$ cat src/rtl/odd_parity_frame_rx.sv
// Purpose : bit-serial receiver for start/data/odd-parity/stop frames with word-level output and error counter.
// Latency : out_valid rises on the clock edge after the stop-bit strobe is sampled.
// Backpr. : word is held until out_valid&out_ready; line strobes arriving meanwhile are dropped.
//
// Ports:
//   clk, rst_n         rising-edge clock, asynchronous active-low reset
//   ser_in, ser_valid  serial line bit and its per-bit strobe (gaps allowed)
//   clear_cnt          synchronous clear of err_count (wins over increment)
//   out_ready          consumer accepts the presented word
//   out_valid          data_out/par_err/frame_err are valid
//   data_out           received data word (LSB received first)
//   par_err            data+parity contained an even number of ones
//   frame_err          stop bit sampled as 0
//   err_count          saturating count of frames with par_err|frame_err
//   busy               receiver is in any state other than IDLE (registered)
module odd_parity_frame_rx #(
    parameter int DATA_W    = 4,
    parameter int ERR_CNT_W = 8
) (
    input  logic                 clk,
    input  logic                 rst_n,
    input  logic                 ser_in,
    input  logic                 ser_valid,
    input  logic                 clear_cnt,
    input  logic                 out_ready,
    output logic                 out_valid,
    output logic [DATA_W-1:0]    data_out,
    output logic                 par_err,
    output logic                 frame_err,
    output logic [ERR_CNT_W-1:0] err_count,
    output logic                 busy
);

    localparam int                   CNT_W    = (DATA_W > 1) ? $clog2(DATA_W) : 1;
    localparam logic [CNT_W-1:0]     LAST_BIT = CNT_W'(DATA_W - 1);
    localparam logic [ERR_CNT_W-1:0] ERR_MAX  = '1;

    typedef enum logic [2:0] {
        S_IDLE,
        S_DATA,
        S_PARITY,
        S_STOP,
        S_HOLD
    } state_t;

    state_t                 r_state;
    state_t                 w_next;
    logic [CNT_W-1:0]       r_bit_cnt;
    logic [DATA_W-1:0]      r_shift;
    logic                   r_par_acc;
    logic [DATA_W-1:0]      r_data_out;
    logic                   r_par_err;
    logic                   r_frame_err;
    logic                   r_out_valid;
    logic [ERR_CNT_W-1:0]   r_err_count;
    logic                   r_busy;

    logic                   w_start;
    logic                   w_data_bit;
    logic                   w_par_bit;
    logic                   w_stop_bit;
    logic                   w_stop_err;

    assign w_start    = (r_state == S_IDLE)   && ser_valid && !ser_in;
    assign w_data_bit = (r_state == S_DATA)   && ser_valid;
    assign w_par_bit  = (r_state == S_PARITY) && ser_valid;
    assign w_stop_bit = (r_state == S_STOP)   && ser_valid;
    // par_acc already covers data and parity bits; odd total means a good frame.
    assign w_stop_err = ~r_par_acc | ~ser_in;

    always_ff @(posedge clk or negedge rst_n) begin
        if (!rst_n) begin
            r_state <= S_IDLE;
        end else begin
            r_state <= w_next;
        end
    end

    always_comb begin
        w_next = r_state;
        case (r_state)
            S_IDLE:   if (w_start) w_next = S_DATA;
            S_DATA:   if (w_data_bit && (r_bit_cnt == LAST_BIT)) w_next = S_PARITY;
            S_PARITY: if (w_par_bit) w_next = S_STOP;
            S_STOP:   if (w_stop_bit) w_next = S_HOLD;
            // out_valid is always 1 in HOLD, so out_ready alone completes the handshake.
            S_HOLD:   if (out_ready) w_next = S_IDLE;
            default:  w_next = S_IDLE;
        endcase
    end

    always_ff @(posedge clk or negedge rst_n) begin
        if (!rst_n) begin
            r_bit_cnt   <= '0;
            r_shift     <= '0;
            r_par_acc   <= 1'b0;
            r_data_out  <= '0;
            r_par_err   <= 1'b0;
            r_frame_err <= 1'b0;
            r_out_valid <= 1'b0;
            r_err_count <= '0;
            r_busy      <= 1'b0;
        end else begin
            if (w_start) begin
                r_bit_cnt <= '0;
                r_par_acc <= 1'b0;
            end

            if (w_data_bit) begin
                for (int i = 0; i < DATA_W; i++) begin
                    if (r_bit_cnt == CNT_W'(i)) begin
                        r_shift[i] <= ser_in;
                    end
                end
                r_par_acc <= r_par_acc ^ ser_in;
                r_bit_cnt <= r_bit_cnt + CNT_W'(1);
            end

            if (w_par_bit) begin
                r_par_acc <= r_par_acc ^ ser_in;
            end

            if (w_stop_bit) begin
                r_data_out  <= r_shift;
                r_par_err   <= ~r_par_acc;
                r_frame_err <= ~ser_in;
                r_out_valid <= 1'b1;
            end else if ((r_state == S_HOLD) && out_ready) begin
                r_out_valid <= 1'b0;
            end

            if (clear_cnt) begin
                r_err_count <= '0;
            end else if (w_stop_bit && w_stop_err && (r_err_count != ERR_MAX)) begin
                r_err_count <= r_err_count + ERR_CNT_W'(1);
            end

            // Registered copy of the next state keeps busy aligned with state
            // without a combinational path from inputs to the port.
            r_busy <= (w_next != S_IDLE);
        end
    end

    assign out_valid = r_out_valid;
    assign data_out  = r_data_out;
    assign par_err   = r_par_err;
    assign frame_err = r_frame_err;
    assign err_count = r_err_count;
    assign busy      = r_busy;

endmodule
$ cat config.mk
export PLATFORM = sky130hd
export DESIGN_NAME = odd_parity_frame_rx
export DESIGN_NICKNAME = d
export VERILOG_FILES = /design/src/rtl/odd_parity_frame_rx.sv
export SDC_FILE = /design/constraint.sdc
export NUM_CORES = 1
export LEC_CHECK = 0
export CORE_ASPECT_RATIO = 1.5
export CORE_MARGIN = 2
export CORE_UTILIZATION = 52
export CTS_CLUSTER_DIAMETER = 40
export DETAILED_ROUTE_END_ITERATION = 7
export PLACE_DENSITY = 0.81
export SYNTH_ARGS = -nofsm -noshare
export SYNTH_HDL_FRONTEND = slang
export SYNTH_SLANG_ARGS = --single-unit
$ cat constraint.sdc
create_clock -name clk -period 1.9 [get_ports clk]
set_input_delay 0.475 -clock clk [delete_from_list [all_inputs] [get_ports clk]]
set_output_delay 0.475 -clock clk [all_outputs]
set_load 0.005 [all_outputs]
**Word level (Yosys, flattened, before mapping)**

Index checks and enable logic that the tools add are counted.

- $add $sub $neg: 2
- Eq/ne operators: 8
- Mux-type cells: 15
- Bitwise operators: 4
- Reductions and logical operators: 21

Operators with widths:

| operator | number |
|---|---|
| $mux W8 | 2 |
| $mux W3 | 5 |
| $pmux W3 S5 | 1 |
| $logic_and A1 B1 Y1 | 9 |
| $add A8 B1 Y8 const B | 1 |
| $ne A8 B8 Y1 const B | 1 |
| $reduce_and A2 Y1 | 4 |
| $eq A3 B2 Y1 const B | 2 |
| $reduce_bool A2 Y1 | 3 |
| $reduce_bool A3 Y1 | 2 |
| $mux W1 | 5 |
| $eq A2 B2 Y1 const B | 2 |
| $mux W2 | 2 |
| $eq A3 B1 Y1 const B | 1 |
| $eq A3 B3 Y1 const B | 1 |
| $logic_not A3 Y1 | 1 |
| $add A2 B1 Y2 const B | 1 |
| $eq A2 B1 Y1 const B | 1 |
| $logic_not A2 Y1 | 1 |
| $not A1 Y1 | 2 |
| $logic_not A1 Y1 | 1 |
| $or A1 B1 Y1 | 1 |
| $xor A1 B1 Y1 | 1 |

- Register bits: 26
- Input port bits: 6
- Output and inout port bits: 16
- Word-level logic and storage cells: 63

**Depth between registers and ports, before layout**

- Depth after elaboration: 6
- Depth in mapped cells: 6

**Worst setup path before layout**

OpenSTA, ideal clock, no wires.

- Kind: input-to-reg
- Start point: input port ser_in
- End point: register r_err_count[5] (netlist: err_count[5])
- Data arrival time: 1.399 ns
- Data required time: 1.772 ns
- Slack: 0.373 ns
- Stages on the path: 5
- Path buffers: 0
- Cells stage by stage: ha_1 nand4b_1 nor4_2 xnor2_1 nor2_1

- Word-level cells in the longest chain between the ends: 5

Ends and longest elaborated chain:

| element | line | text |
|---|---|---|
| start, declared | 22 | `input logic ser_in,` |
| $not A1 Y1 | 69 | `assign w_stop_err = ~r_par_acc \| ~ser_in;` |
| $or A1 B1 Y1 | 69 |  |
| $logic_and A1 B1 Y1 (2 in a row) | 134 | `end else if (w_stop_bit && w_stop_err && (r_err_count != ERR_MAX)) begin` |
| $reduce_bool A2 Y1 (no source line) | - |  |
| end signal, assigned | 135 | `r_err_count <= r_err_count + ERR_CNT_W'(1);` |
| end, declared | 55 | `logic [ERR_CNT_W-1:0] r_err_count;` |

Every way passes these cells.
A chain may end at the register's enable or synchronous reset.

**Worst setup path after layout**

- Start point: register r_err_count[3] (netlist: err_count[3])
- End point: output port err_count[3]

RTL lines:

| element | line | text |
|---|---|---|
| end, declared | 30 | `output logic [ERR_CNT_W-1:0] err_count,` |

No word-level cell between the ends.

==> reports/metrics.cfg <==
[global_route]
grt_pass1_wl_mm = 4.46
grt-ovfl-total = 0
grt_antenna_before_repair = 0
grt.total_usage_pct = 20.4
grt_max_degree = 27
grt_pass1_vias = 1048

[setup_path]
cpMaxStageDelayCell = clkdlybuf4s50_1
crit_required_ns = 1.42
cp.arrival_ns = 1.35
cp_num_buf_inv = 1
cp_max_fo = 7
cp_top_family = buffers and inverters
max_stage_delay_ns = 0.54
critPathCaptureType = output port
path_class = flop to output port
worst_setup_path_start_kind = flop
cp_cell_sequence = clkdlybuf4s50_1

[cts]
clock_latency_ns = 0.33
cts.reportedPaths.clkPinSlew_ns = 0.15
clock_sinks = 26
cts_buffer_depth = 2
cts_root_buf = clkbuf_4
tritoncts = built
cts-buffers-inserted = 3
cts_max_level = 1

[die]
boundaryPins = 22
coreArea_um2 = 2420
die_w_um = 45
rows = 22
initial_core_util_pct = 54.1
die-area_um2 = 2950
die_h_um = 65.5

[sta]
fin_setup_tns_ns = 0
fmaxAchievable_mhz = 547
fin_ws_ns = 0.0706
fin_crit_sh_pct = 96.3
rsz0062_at_grt = no
maxSlewViolCount = 0
whs_ns = 0.474
layout_min_cycle_time_ns = 1.83
fin_skew_ns = 0.00362
setup_viol_count_final = 0
hold_viol = 0
slew_headroom_pct = 70.0
worst_slew_pin_slew_ns = 0.450

[route]
wire_per_inst_um = 15.4
firstDrtPassIters = 4
wirelength_mm = 2.59
drt-initial-drc-count = 30
drtAntennaViolNets = 0
drc = 0
vias_per_cell = 5.97
vias = 1003

[finish]
post_route_cells_drive_above_1_share_pct = 14.6
seq_area_um2 = 653
nets = 157
syn_to_final_growth_pct = 24.0
diodes = 0
nFillCells = 186
fin_util_pct = 67.1
multiInputGateArea_um2 = 609

[logic_synthesis]
synth_edf_count = 0
async_flop_share_pct = 100
synth_common_cells = 26 x dfrtp_1, 11 x nand2_1, 8 x a21oi_1, 8 x mux2_1, 8 x nor2_1
synth.distinct_cells = 42
syn_area_per_cell_um2 = 11.2
synth_top_area_share_pct = 49.6
ys_ff_latch = 26
syn_area_um2 = 1310
synth_most_common_cell = dfrtp_1
synthTopCellsByArea = dfrtp_1 50%, mux2_1 6.9%, ha_1 5.7%
ys_seq_area_share_pct = 49.6
yosys_warnings = 0
syn_nets = 129
synth_top_area_cell = dfrtp_1
synth_flop_cell = dfrtp_1
syn_inst = 117

[placed_design]
dpl.hpwl_mm = 1.95
routabilityCongestion = 0.829
port_buffers = 21
dp_slack_ns = -0.151

[pwr]
fin_total_pwr_w = 0.00199
irDropWorstVdd_uv = 832
p_per_area_nw_per_um2 = 1220
leakage_nw = 0.711

[worst_hold_path]
worst_hold_path_type = input pin to asynchronous set/reset pin

[job]
maxCapViolCount = 0

[outcome]
status = finished, final reports clean

## stage by stage
step                      cells  cell area, um2
after CTS                   168            1620
after global routing        168            1630
final                       168            1630
after floorplan             117            1310
after global placement      164            1570
after detailed placement    164            1570
## logic make-up (layout without fill, tap and decap cells)
logic type,after synthesis,in the layout,synth area share (%)
AO/OA/AOI/OAI,22,22,11.4
XOR/XNOR,3,3,2.00
adder cells (fa/ha/maj),6,6,5.73
buffers and inverters,10,37,3.91
flip-flops,26,26,49.6
multiplexers,10,10,8.49
AND/OR/NAND/NOR,40,40,18.9
## final timing paths
check                                    startpoint                        to  slack (ns)  depth (start not counted)
max                        err_count[3]$_DFFE_PN0P_              err_count[3]        0.07                          1
min                                           rst_n   data_out[0]$_DFFE_PN0P_        0.47                          2
max reg2reg                err_count[0]$_DFFE_PN0P_  err_count[1]$_DFFE_PN0P_        0.22                          5
min reg2reg                   r_par_acc$_DFFE_PN0P_       par_err$_DFFE_PN0P_        0.49                          1
max in group asynchronous                     rst_n  err_count[7]$_DFFE_PN0P_        1.16                          2
min in group clk              r_par_acc$_DFFE_PN0P_       par_err$_DFFE_PN0P_        0.49                          1
## final cells by class
type / instances / share of cell area [%]
clock buffer: 3 / 1.38
multi-input combinational: 81 / 37.5
inverter: 5 / 1.15
timing repair buffer: 28 / 16.2
clock inverter: 1 / 1.85
sequential: 26 / 40.2
tap: 24 / 1.85
## layout by cell type (no fill, tap or decap), types with 2 or more instances in the layout
| cell type | count |
|---|---|
| dfrtp_1 | 24 |
| clkdlybuf4s50_1 | 21 |
| nand2_1 | 11 |
| a21oi_1 | 8 |
| nor2_1 | 8 |
| mux2_1 | 8 |
| buf_4 | 7 |
| ha_1 | 6 |
| inv_1 | 4 |
| nand3_1 | 3 |
| o21ai_1 | 3 |
| clkbuf_4 | 3 |
| nand4b_1 | 2 |
| nand2b_1 | 2 |
| nor3_1 | 2 |
| and4_1 | 2 |
| xnor2_1 | 2 |
| a31oi_1 | 2 |
| dfrtp_2 | 2 |
## what timing repair did
action                                  in CTS  in global routing
hold buffers                                 0                  0
endpoints found under the setup margin       0                  2
gates resized for setup                      0                  2
buffers inserted                             0                  0
## metal layers
metal	GRT usage, %	share of wire (%)	vias up
met5	0	0	-
met4	13.6	3.5	0
met3	2.47	3.6	11
met2	34.3	54	26
met1	23.3	39	491
li1	-	-	475
## report_power, final
| part | total, W | internal, W | leakage (nW) | switching (W) |
|---|---|---|---|---|
| sequential | 0.000908 | 0.000732 | 0.331 | 0.000176 |
| combinational | 0.000695 | 0.000405 | 0.352 | 0.000289 |
| clock | 0.000390 | 0.000214 | 0.0279 | 0.000176 |
| total | 0.00199 | 0.00135 | 0.711 | 0.000641 |
## registers in the layout, summed over array words and instances (netlist names), 2 cells and up
signal,cells
err_count,8
data_out,4
r_state,3
r_bit_cnt,2
r_shift,4
Power figures use the tool's default switching activity.
